<file path="src/rtl/axicb_pkg.sv">
// axicb_pkg
// Shared definitions for the AXI crossbar switch blocks:
//   - fixed channel field offsets (address in AW, ID in B)
//   - helpers for offsets that depend on the configured widths
//   - one-hot to binary index conversion
package axicb_pkg;

  // Address is the first field of the AW payload, ID the first field of B.
  localparam int AW_ADDR_LSB = 0;
  localparam int B_ID_LSB    = 0;

  // The AW ID sits right above the address field.
  function automatic int unsigned aw_id_lsb(input int unsigned addr_w);
    return addr_w;
  endfunction

  // The B response code sits right above the ID field.
  function automatic int unsigned b_resp_lsb(input int unsigned id_w);
    return id_w;
  endfunction

  // Returns the index of the set bit in a one-hot vector (highest set bit
  // if the vector is not one-hot, 0 when empty).
  function automatic int unsigned onehot_to_idx(input logic [31:0] oh);
    int unsigned idx;
    idx = 0;
    for (int i = 0; i < 32; i++) begin
      if (oh[i]) idx = i;
    end
    return idx;
  endfunction

endpackage

</file>
<file path="src/rtl/axicb_round_robin.sv">
// axicb_round_robin
// Four-requester round-robin arbiter with static priority levels.
// Among the requesters at the highest active priority level, the grant goes
// to the first one above the last granted index, wrapping around.
// Ports:
//   aclk, aresetn (async active-low), srst (sync active-high)
//   en    - advance the round-robin pointer using the current grant
//   req   - request vector
//   grant - one-hot grant (combinational from req and pointer state)
module axicb_round_robin #(
  parameter int REQ0_PRIORITY = 0,
  parameter int REQ1_PRIORITY = 0,
  parameter int REQ2_PRIORITY = 0,
  parameter int REQ3_PRIORITY = 0
) (
  input  logic       aclk,
  input  logic       aresetn,
  input  logic       srst,
  input  logic       en,
  input  logic [3:0] req,
  output logic [3:0] grant
);

  localparam int PRIO [4] = '{REQ0_PRIORITY, REQ1_PRIORITY, REQ2_PRIORITY, REQ3_PRIORITY};

  logic [3:0] mask;
  logic [3:0] eligible;
  logic [3:0] masked;
  logic [3:0] pick;
  logic [3:0] next_mask;
  int         top_prio;
  logic       found;

  always_comb begin
    top_prio = 0;
    found    = 1'b0;
    eligible = '0;
    for (int i = 0; i < 4; i++) begin
      if (req[i] && (!found || PRIO[i] > top_prio)) begin
        top_prio = PRIO[i];
        found    = 1'b1;
      end
    end
    for (int i = 0; i < 4; i++) begin
      eligible[i] = req[i] && (PRIO[i] == top_prio);
    end
    // Prefer requesters above the last grant; wrap to the full set otherwise.
    masked = eligible & mask;
    pick   = (|masked) ? masked : eligible;
    // Isolate the lowest set bit.
    grant  = pick & (~pick + 4'd1);
    // Bits strictly above the granted index; zero when index 3 was granted.
    next_mask = ~((grant << 1) - 4'd1);
  end

  always_ff @(posedge aclk or negedge aresetn) begin
    if (!aresetn) begin
      mask <= '1;
    end else if (srst) begin
      mask <= '1;
    end else if (en && (|grant)) begin
      mask <= next_mask;
    end
  end

endmodule

</file>
<file path="src/rtl/axicb_scfifo.sv">
// axicb_scfifo
// Single-clock FIFO with full/empty flags and optional pass-through.
// Ports:
//   aclk, aresetn (async active-low), srst (sync active-high)
//   data_in/push/full  - write side, pushes while full are dropped
//   data_out/pop/empty - read side, data_out shows the head entry
// With PASS_THRU != 0 a push into an empty FIFO is visible on data_out in
// the same cycle and may be consumed by a simultaneous pop.
module axicb_scfifo #(
  parameter int PASS_THRU  = 0,
  parameter int ADDR_WIDTH = 2,
  parameter int DATA_WIDTH = 4
) (
  input  logic                  aclk,
  input  logic                  aresetn,
  input  logic                  srst,
  input  logic [DATA_WIDTH-1:0] data_in,
  input  logic                  push,
  output logic                  full,
  output logic [DATA_WIDTH-1:0] data_out,
  input  logic                  pop,
  output logic                  empty
);

  localparam int DEPTH = 2 ** ADDR_WIDTH;

  logic [DATA_WIDTH-1:0] mem [DEPTH];
  logic [ADDR_WIDTH:0]   wr_ptr;
  logic [ADDR_WIDTH:0]   rd_ptr;
  logic                  store_empty;
  logic                  bypass;
  logic                  do_write;
  logic                  do_read;

  // Pointers carry one extra wrap bit to tell full from empty.
  assign store_empty = (wr_ptr == rd_ptr);
  assign full = (wr_ptr[ADDR_WIDTH] != rd_ptr[ADDR_WIDTH]) &&
                (wr_ptr[ADDR_WIDTH-1:0] == rd_ptr[ADDR_WIDTH-1:0]);

  if (PASS_THRU != 0) begin : g_pass
    assign bypass   = store_empty & push & pop;
    assign empty    = store_empty & !push;
    assign data_out = store_empty ? data_in : mem[rd_ptr[ADDR_WIDTH-1:0]];
  end else begin : g_reg
    assign bypass   = 1'b0;
    assign empty    = store_empty;
    assign data_out = mem[rd_ptr[ADDR_WIDTH-1:0]];
  end

  assign do_write = push & !full & !bypass;
  assign do_read  = pop & !store_empty;

  always_ff @(posedge aclk or negedge aresetn) begin
    if (!aresetn) begin
      wr_ptr <= '0;
      rd_ptr <= '0;
    end else if (srst) begin
      wr_ptr <= '0;
      rd_ptr <= '0;
    end else begin
      if (do_write) wr_ptr <= wr_ptr + 1'b1;
      if (do_read)  rd_ptr <= rd_ptr + 1'b1;
    end
  end

  always_ff @(posedge aclk) begin
    if (do_write) mem[wr_ptr[ADDR_WIDTH-1:0]] <= data_in;
  end

endmodule

</file>
<file path="src/rtl/axicb_slv_switch_wr_arb.sv">
// axicb_slv_switch_wr_arb
// Slave-side write switch: merges the AW/W/B channels of MST_NB masters
// aimed at one slave into a single AXI write interface.
// Ports:
//   aclk, aresetn (async active-low), srst (sync active-high)
//   i_aw*/i_w*/i_b*  - per-master channels (i_bch broadcast to all masters)
//   o_aw*/o_w*/o_b*  - single channel set toward the slave
// AW is round-robin arbitrated, W follows AW grant order through a FIFO of
// one-hot master indices, and B is routed back by ID ownership mask.
module axicb_slv_switch_wr_arb #(
  parameter int                  AXI_ADDR_W      = 8,
  parameter int                  AXI_ID_W        = 8,
  parameter int                  MST_NB          = 4,
  parameter logic [AXI_ID_W-1:0] MST0_ID_MASK    = 'h10,
  parameter logic [AXI_ID_W-1:0] MST1_ID_MASK    = 'h20,
  parameter logic [AXI_ID_W-1:0] MST2_ID_MASK    = 'h30,
  parameter logic [AXI_ID_W-1:0] MST3_ID_MASK    = 'h40,
  parameter int                  MST0_PRIORITY   = 0,
  parameter int                  MST1_PRIORITY   = 0,
  parameter int                  MST2_PRIORITY   = 0,
  parameter int                  MST3_PRIORITY   = 0,
  parameter int                  SLV_OSTDREQ_NUM = 4,
  parameter int                  AWCH_W          = 8,
  parameter int                  WCH_W           = 8,
  parameter int                  BCH_W           = 8
) (
  input  logic                     aclk,
  input  logic                     aresetn,
  input  logic                     srst,
  input  logic [MST_NB-1:0]        i_awvalid,
  output logic [MST_NB-1:0]        i_awready,
  input  logic [MST_NB*AWCH_W-1:0] i_awch,
  input  logic [MST_NB-1:0]        i_wvalid,
  output logic [MST_NB-1:0]        i_wready,
  input  logic [MST_NB-1:0]        i_wlast,
  input  logic [MST_NB*WCH_W-1:0]  i_wch,
  output logic [MST_NB-1:0]        i_bvalid,
  input  logic [MST_NB-1:0]        i_bready,
  output logic [BCH_W-1:0]         i_bch,
  output logic                     o_awvalid,
  input  logic                     o_awready,
  output logic [AWCH_W-1:0]        o_awch,
  output logic                     o_wvalid,
  input  logic                     o_wready,
  output logic                     o_wlast,
  output logic [WCH_W-1:0]         o_wch,
  input  logic                     o_bvalid,
  output logic                     o_bready,
  input  logic [BCH_W-1:0]         o_bch
);

  import axicb_pkg::*;

  localparam int IDX_W   = $clog2(MST_NB);
  localparam int FIFO_AW = $clog2(SLV_OSTDREQ_NUM);
  localparam logic [AXI_ID_W-1:0] ID_MASK [4] =
    '{MST0_ID_MASK, MST1_ID_MASK, MST2_ID_MASK, MST3_ID_MASK};

  logic [MST_NB-1:0] arb_req;
  logic [MST_NB-1:0] arb_grant;
  logic [MST_NB-1:0] grant;
  logic [MST_NB-1:0] grant_r;
  logic              locked;
  logic              aw_hs;
  logic              fifo_full;
  logic              fifo_empty;
  logic              fifo_pop;
  logic [MST_NB-1:0] fifo_head;
  logic [IDX_W-1:0]  head_idx;
  logic [AXI_ID_W-1:0] b_id;
  logic [MST_NB-1:0] b_sel;
  logic              b_hit;

  // ---------------------------------------------------------------- AW ----
  // While locked the arbiter only sees the locked master, so its grant and
  // its pointer update stay consistent with the grant already presented.
  assign arb_req = locked ? (grant_r & i_awvalid)
                          : (i_awvalid & {MST_NB{!fifo_full}});

  axicb_round_robin #(
    .REQ0_PRIORITY (MST0_PRIORITY),
    .REQ1_PRIORITY (MST1_PRIORITY),
    .REQ2_PRIORITY (MST2_PRIORITY),
    .REQ3_PRIORITY (MST3_PRIORITY)
  ) u_arb (
    .aclk    (aclk),
    .aresetn (aresetn),
    .srst    (srst),
    .en      (aw_hs),
    .req     (arb_req),
    .grant   (arb_grant)
  );

  assign grant     = locked ? grant_r : arb_grant;
  assign o_awvalid = (|(grant & i_awvalid)) & !fifo_full;
  assign i_awready = grant & {MST_NB{o_awready & !fifo_full}};
  assign aw_hs     = o_awvalid & o_awready;

  always_comb begin
    o_awch = '0;
    for (int k = 0; k < MST_NB; k++) begin
      if (grant[k]) o_awch = o_awch | i_awch[k*AWCH_W +: AWCH_W];
    end
  end

  // Hold the grant from the first stalled cycle until the handshake.
  always_ff @(posedge aclk or negedge aresetn) begin
    if (!aresetn) begin
      locked  <= 1'b0;
      grant_r <= '0;
    end else if (srst) begin
      locked  <= 1'b0;
      grant_r <= '0;
    end else if (aw_hs) begin
      locked  <= 1'b0;
    end else if (o_awvalid) begin
      locked  <= 1'b1;
      grant_r <= grant;
    end
  end

  // ----------------------------------------------------------------- W ----
  axicb_scfifo #(
    .PASS_THRU  (0),
    .ADDR_WIDTH (FIFO_AW),
    .DATA_WIDTH (MST_NB)
  ) u_wfifo (
    .aclk     (aclk),
    .aresetn  (aresetn),
    .srst     (srst),
    .data_in  (grant),
    .push     (aw_hs),
    .full     (fifo_full),
    .data_out (fifo_head),
    .pop      (fifo_pop),
    .empty    (fifo_empty)
  );

  assign head_idx = IDX_W'(onehot_to_idx(32'(fifo_head)));
  assign o_wvalid = !fifo_empty & i_wvalid[head_idx];
  assign o_wlast  = !fifo_empty & i_wlast[head_idx];
  assign o_wch    = fifo_empty ? '0 : i_wch[head_idx*WCH_W +: WCH_W];
  assign i_wready = fifo_empty ? '0 : (fifo_head & {MST_NB{o_wready}});
  assign fifo_pop = o_wvalid & o_wready & o_wlast;

  // ----------------------------------------------------------------- B ----
  assign b_id = o_bch[B_ID_LSB +: AXI_ID_W];

  // Lowest-index owner wins when masks overlap.
  always_comb begin
    b_sel = '0;
    b_hit = 1'b0;
    for (int k = 0; k < MST_NB; k++) begin
      if (!b_hit && ((b_id & ID_MASK[k]) == ID_MASK[k])) begin
        b_sel[k] = 1'b1;
        b_hit    = 1'b1;
      end
    end
  end

  assign i_bvalid = b_sel & {MST_NB{o_bvalid}};
  assign i_bch    = o_bch;
  // Responses with no owner are sunk so the slave never stalls on them.
  assign o_bready = b_hit ? (|(b_sel & i_bready)) : 1'b1;

endmodule
</file>
<file path="config.mk">
export PLATFORM = sky130hd
export DESIGN_NAME = axicb_slv_switch_wr_arb
export DESIGN_NICKNAME = d
export VERILOG_FILES = /design/src/rtl/axicb_pkg.sv /design/src/rtl/axicb_round_robin.sv /design/src/rtl/axicb_scfifo.sv /design/src/rtl/axicb_slv_switch_wr_arb.sv
export SDC_FILE = /design/constraint.sdc
export NUM_CORES = 1
export LEC_CHECK = 0
export CAP_MARGIN = 25
export CORE_AREA = 8 8 88 90
export CTS_CLUSTER_SIZE = 25
export DETAILED_ROUTE_END_ITERATION = 8
export DIE_AREA = 0 0 96 98
export GPL_TIMING_DRIVEN = 0
export PLACE_DENSITY = 0.92
export SYNTH_ARGS = -nofsm -noshare
export SYNTH_HDL_FRONTEND = slang
export SYNTH_SLANG_ARGS = --single-unit
</file>
<file path="constraint.sdc">
create_clock -name aclk -period 2.5 [get_ports aclk]
set_input_delay 0.375 -clock aclk [delete_from_list [all_inputs] [get_ports aclk]]
set_output_delay 0.375 -clock aclk [all_outputs]
set_load 0.03 [all_outputs]
</file>
==> run_results.csv <==
group,metric,value,unit
floorplan,core,6490,sq um
placed_design,post_dp_cell_area,3860,sq um
synthesis,synthAdderAreaFrac,2.53,%
timing,slew_headroom,50.7,%
setup_path,worst-path-buf-inv,3,
timing,period_share,113,%
hold_path,hp-class,"primary input to async pin",
detailed_routing,vias,2983,
setup_path,regToRegStartpoint,"u_wfifo.rd_ptr[0]",
synthesis,synthArstFlopShare,48.4,%
clock_network,cts.sinks,31,
timing,fmax,355,MHz
timing,tightest_slew,738,ps
synthesis,synth_compound_area_share,22.5,%
setup_path,cpMostUsedCell,"buf_6",
floorplan,num_rows,30,
global_routing,grt_max_degree,16,
floorplan,io_pins,134,
setup_path,cpMaxStageDelayCell,"dfrtp_2",
setup_path,cp_cell_sequence,"nand2b_4, a32oi_4, buf_6, a21oi_4, o41ai_4, buf_6, a22oi_1, o211ai_1, buf_4",
setup_path,critPathCaptureType,"primary output",
placed_design,gp_congestion,0.990,
synthesis,synth_nets,371,
detailed_routing,detail-route-antenna-nets,0,
placed_design,hpwlAfterDp,6.68,mm
cells_and_area,drive_gt1_share,38.2,%
detailed_routing,routed_wl,10.4,mm
detailed_routing,drt_iter0_markers,180,
detailed_routing,drt-vias-per-instance,5.68,
timing,hold_violations,0,
clock_network,insertion_delay,290,ps
clock_network,clk_path_buf_depth,2,
timing,rsz0062_at_grt,"true",
detailed_routing,wl_per_cell,19.9,um
pwr,power_density,953,nW/um^2
flow_run,maxCapViolCount,0,
setup_path,critPathMaxFanout,7,
synthesis,synth-seq-area-share,34.9,%
timing,finalClockSkew,9.62,ps
synthesis,synth_edf_count,16,
synthesis,synth_top_family_by_area,"compound AO/OA/AOI/OAI gates",
timing,tns,-5600,ps
pwr,leakagePower,1.96,nW
synthesis,syn-cell-area,2470,sq um
synthesis,yosysWarnings,0,
timing,period_needed,2820,ps
timing,post-route-worst-setup-slack,-317,ps
clock_network,htree_levels,2,
clock_network,cts-hold-fix-buffers,0,
cells_and_area,diodes,0,
setup_path,start_kind,"register",
floorplan,die_area,9410,sq um
synthesis,yosys_most_used_dff,"edfxtp_1",
detailed_routing,drc_errors,0,
synthesis,synth.distinct_cells,58,
synthesis,synth_mux_area_share,10.6,%
cells_and_area,synthToLayoutAreaGrowth,90.4,%
outcome,violations,"negative setup slack",
synthesis,synth_xor_area_share,1.42,%
synthesis,synthCells,272,
setup_path,critPathArrivalTime,2440,ps
timing,setup_violations,24,
pwr,p_total,4.48,mW
floorplan,die_width,96,um
clock_network,cts_buffers,5,
synthesis,synth_top_cell_area_share,19.5,%
synthesis,synth_area_leaders,"edfxtp_1 19%, dfrtp_1 11%, mux2i_1 6.5%",
global_routing,grt_pass1_vias,3105,
synthesis,synth_area_leader_cell,"edfxtp_1",
clock_network,path_clk_slew,80,ps
setup_path,cpPeakStageDelay,510,ps
cells_and_area,final_area,4700,sq um
detailed_routing,firstDrtPassIters,4,
clock_network,cts_tree,"yes",
synthesis,yosys.area_share.simple,19.6,%
synthesis,syn_avg_cell_area,9.08,sq um
global_routing,gr-usage-all-layers,20.0,%
global_routing,overflow,0,
floorplan,die_h,98,um
floorplan,start_util,38.0,%
clock_network,clockRootBuffer,"clkbuf_8",
cells_and_area,nNetsFinal,543,
setup_path,criticalPathCategory,"register to primary output",
pwr,ir_drop,0.763,mV
synthesis,synth-seq-cells,31,
setup_path,cp.required,2120,ps
setup_path,startpoint,"locked",
outcome,outcome,"finished, violations left",
setup_path,crit_family,"compound AO/OA/AOI/OAI gates",
global_routing,antenna_found_initial,0,
global_routing,grt_pass1_wl,15.1,mm
timing,slew_viol_final,0,
placed_design,io_buffers,126,
==> final timing paths <==
path / end / slack (ps) / cells past startpoint
worst max register to register: u_wfifo.rd_ptr[1] / -190 / 10
min in group aclk: u_arb.mask[1] / 550 / 2
max in group asynchronous: u_wfifo.wr_ptr[0] / 1460 / 1
worst min-delay path: grant_r[1] / 510 / 1
worst max-delay path: o_awch[0] / -320 / 9
worst min register to register: u_arb.mask[1] / 550 / 2
==> through the flow <==
step           worst slack, ps  utilization [%]  cells  hold slack, ps
4_1_cts                   -210             68.5    514             534
3_5_place_dp             -1110             59.5    478             520
2_1_floorplan             3.15                -    272            79.4
3_3_place_gp             -1050             59.5    478             500
6_report                  -317             72.4    525             510
5_1_grt                   -408             72.4    525             573
==> placed cells by master (no fill, tap or decap), types with 4 or more instances in the layout <==
cell type	synthesis	routed
clkdlybuf4s50_1	0	96
buf_4	9	55
nand2_1	30	23
inv_1	22	21
buf_6	1	18
mux2i_1	16	16
edfxtp_1	16	16
o211ai_1	9	9
o21ai_1	1	9
nor2_1	19	9
nor2_2	0	9
dfrtp_1	11	8
a22oi_2	0	7
nand2_2	0	6
o21ai_0	17	6
and2_1	15	5
and2_4	0	5
and2_2	0	5
nand3_1	5	5
o22ai_1	8	5
ha_1	5	5
clkbuf_8	0	5
nand2b_4	0	4
buf_8	0	4
mux4_2	4	4
nor2b_1	4	4
dlygate4sd2_1	0	4
dfstp_2	4	4
==> Yosys cell counts, types with 5 or more instances <==
cell type	n
inv_1	22
dfrtp_1	11
nand2_1	30
clkbuf_1	7
edfxtp_1	16
mux2i_1	16
nand3_1	5
buf_4	9
o211ai_1	9
nand2b_1	5
a22oi_1	9
o21ai_0	17
nor2_1	19
o22ai_1	8
and2_1	15
ha_1	5
==> cells by family after synthesis <==
| logic type | count (synthesis) |
|---|---|
| and+or+nand+nor | 93 |
| AOI/OAI and AO/OA | 74 |
| buffers and inverters | 43 |
| DFF | 31 |
| muxes | 21 |
| adders and majority gates | 5 |
| xor gates and xnor gates | 4 |
| other | 1 |
==> sequential cells by signal, summed over array words and instances (netlist names) <==
register,flops
u_wfifo.wr_ptr,3
grant_r,4
locked,1
u_wfifo.mem,16
u_arb.mask,4
u_wfifo.rd_ptr,3
==> power by group <==
group / switching (mW) / internal, mW
clock network: 0.213 / 0.297
logic: 1.73 / 1.48
registers: 0.0878 / 0.673
==> per-layer routing <==
metal	global-route usage, %	part of all wire [%]	vias up
met4	6.98	2.2	0
met5	0	0	-
met1	22.3	38	1419
li1	-	-	1337
met2	34.8	49	197
met3	5.83	11	30
==> final cells by class <==
cell class | count | area [sq um]
Inverter | 22 | 82.6
Clock buffer | 5 | 68.8
Clock inverter | 3 | 43.8
Tap cell | 80 | 100
Multi-Input combinational cell | 198 | 1770
Sequential cell | 31 | 865
Fill cell | 431 | 1790
Buffer | 21 | 196
Timing Repair Buffer | 165 | 1570
==> timing repair <==
action,4_1_cts,5_1_grt
cloned,2,1
pin swaps,34,24
endpoints found under the setup margin,48,51
buffers inserted,27,11
gates resized for setup,238,35
Note: power is estimated with default switching activity, not from simulation.
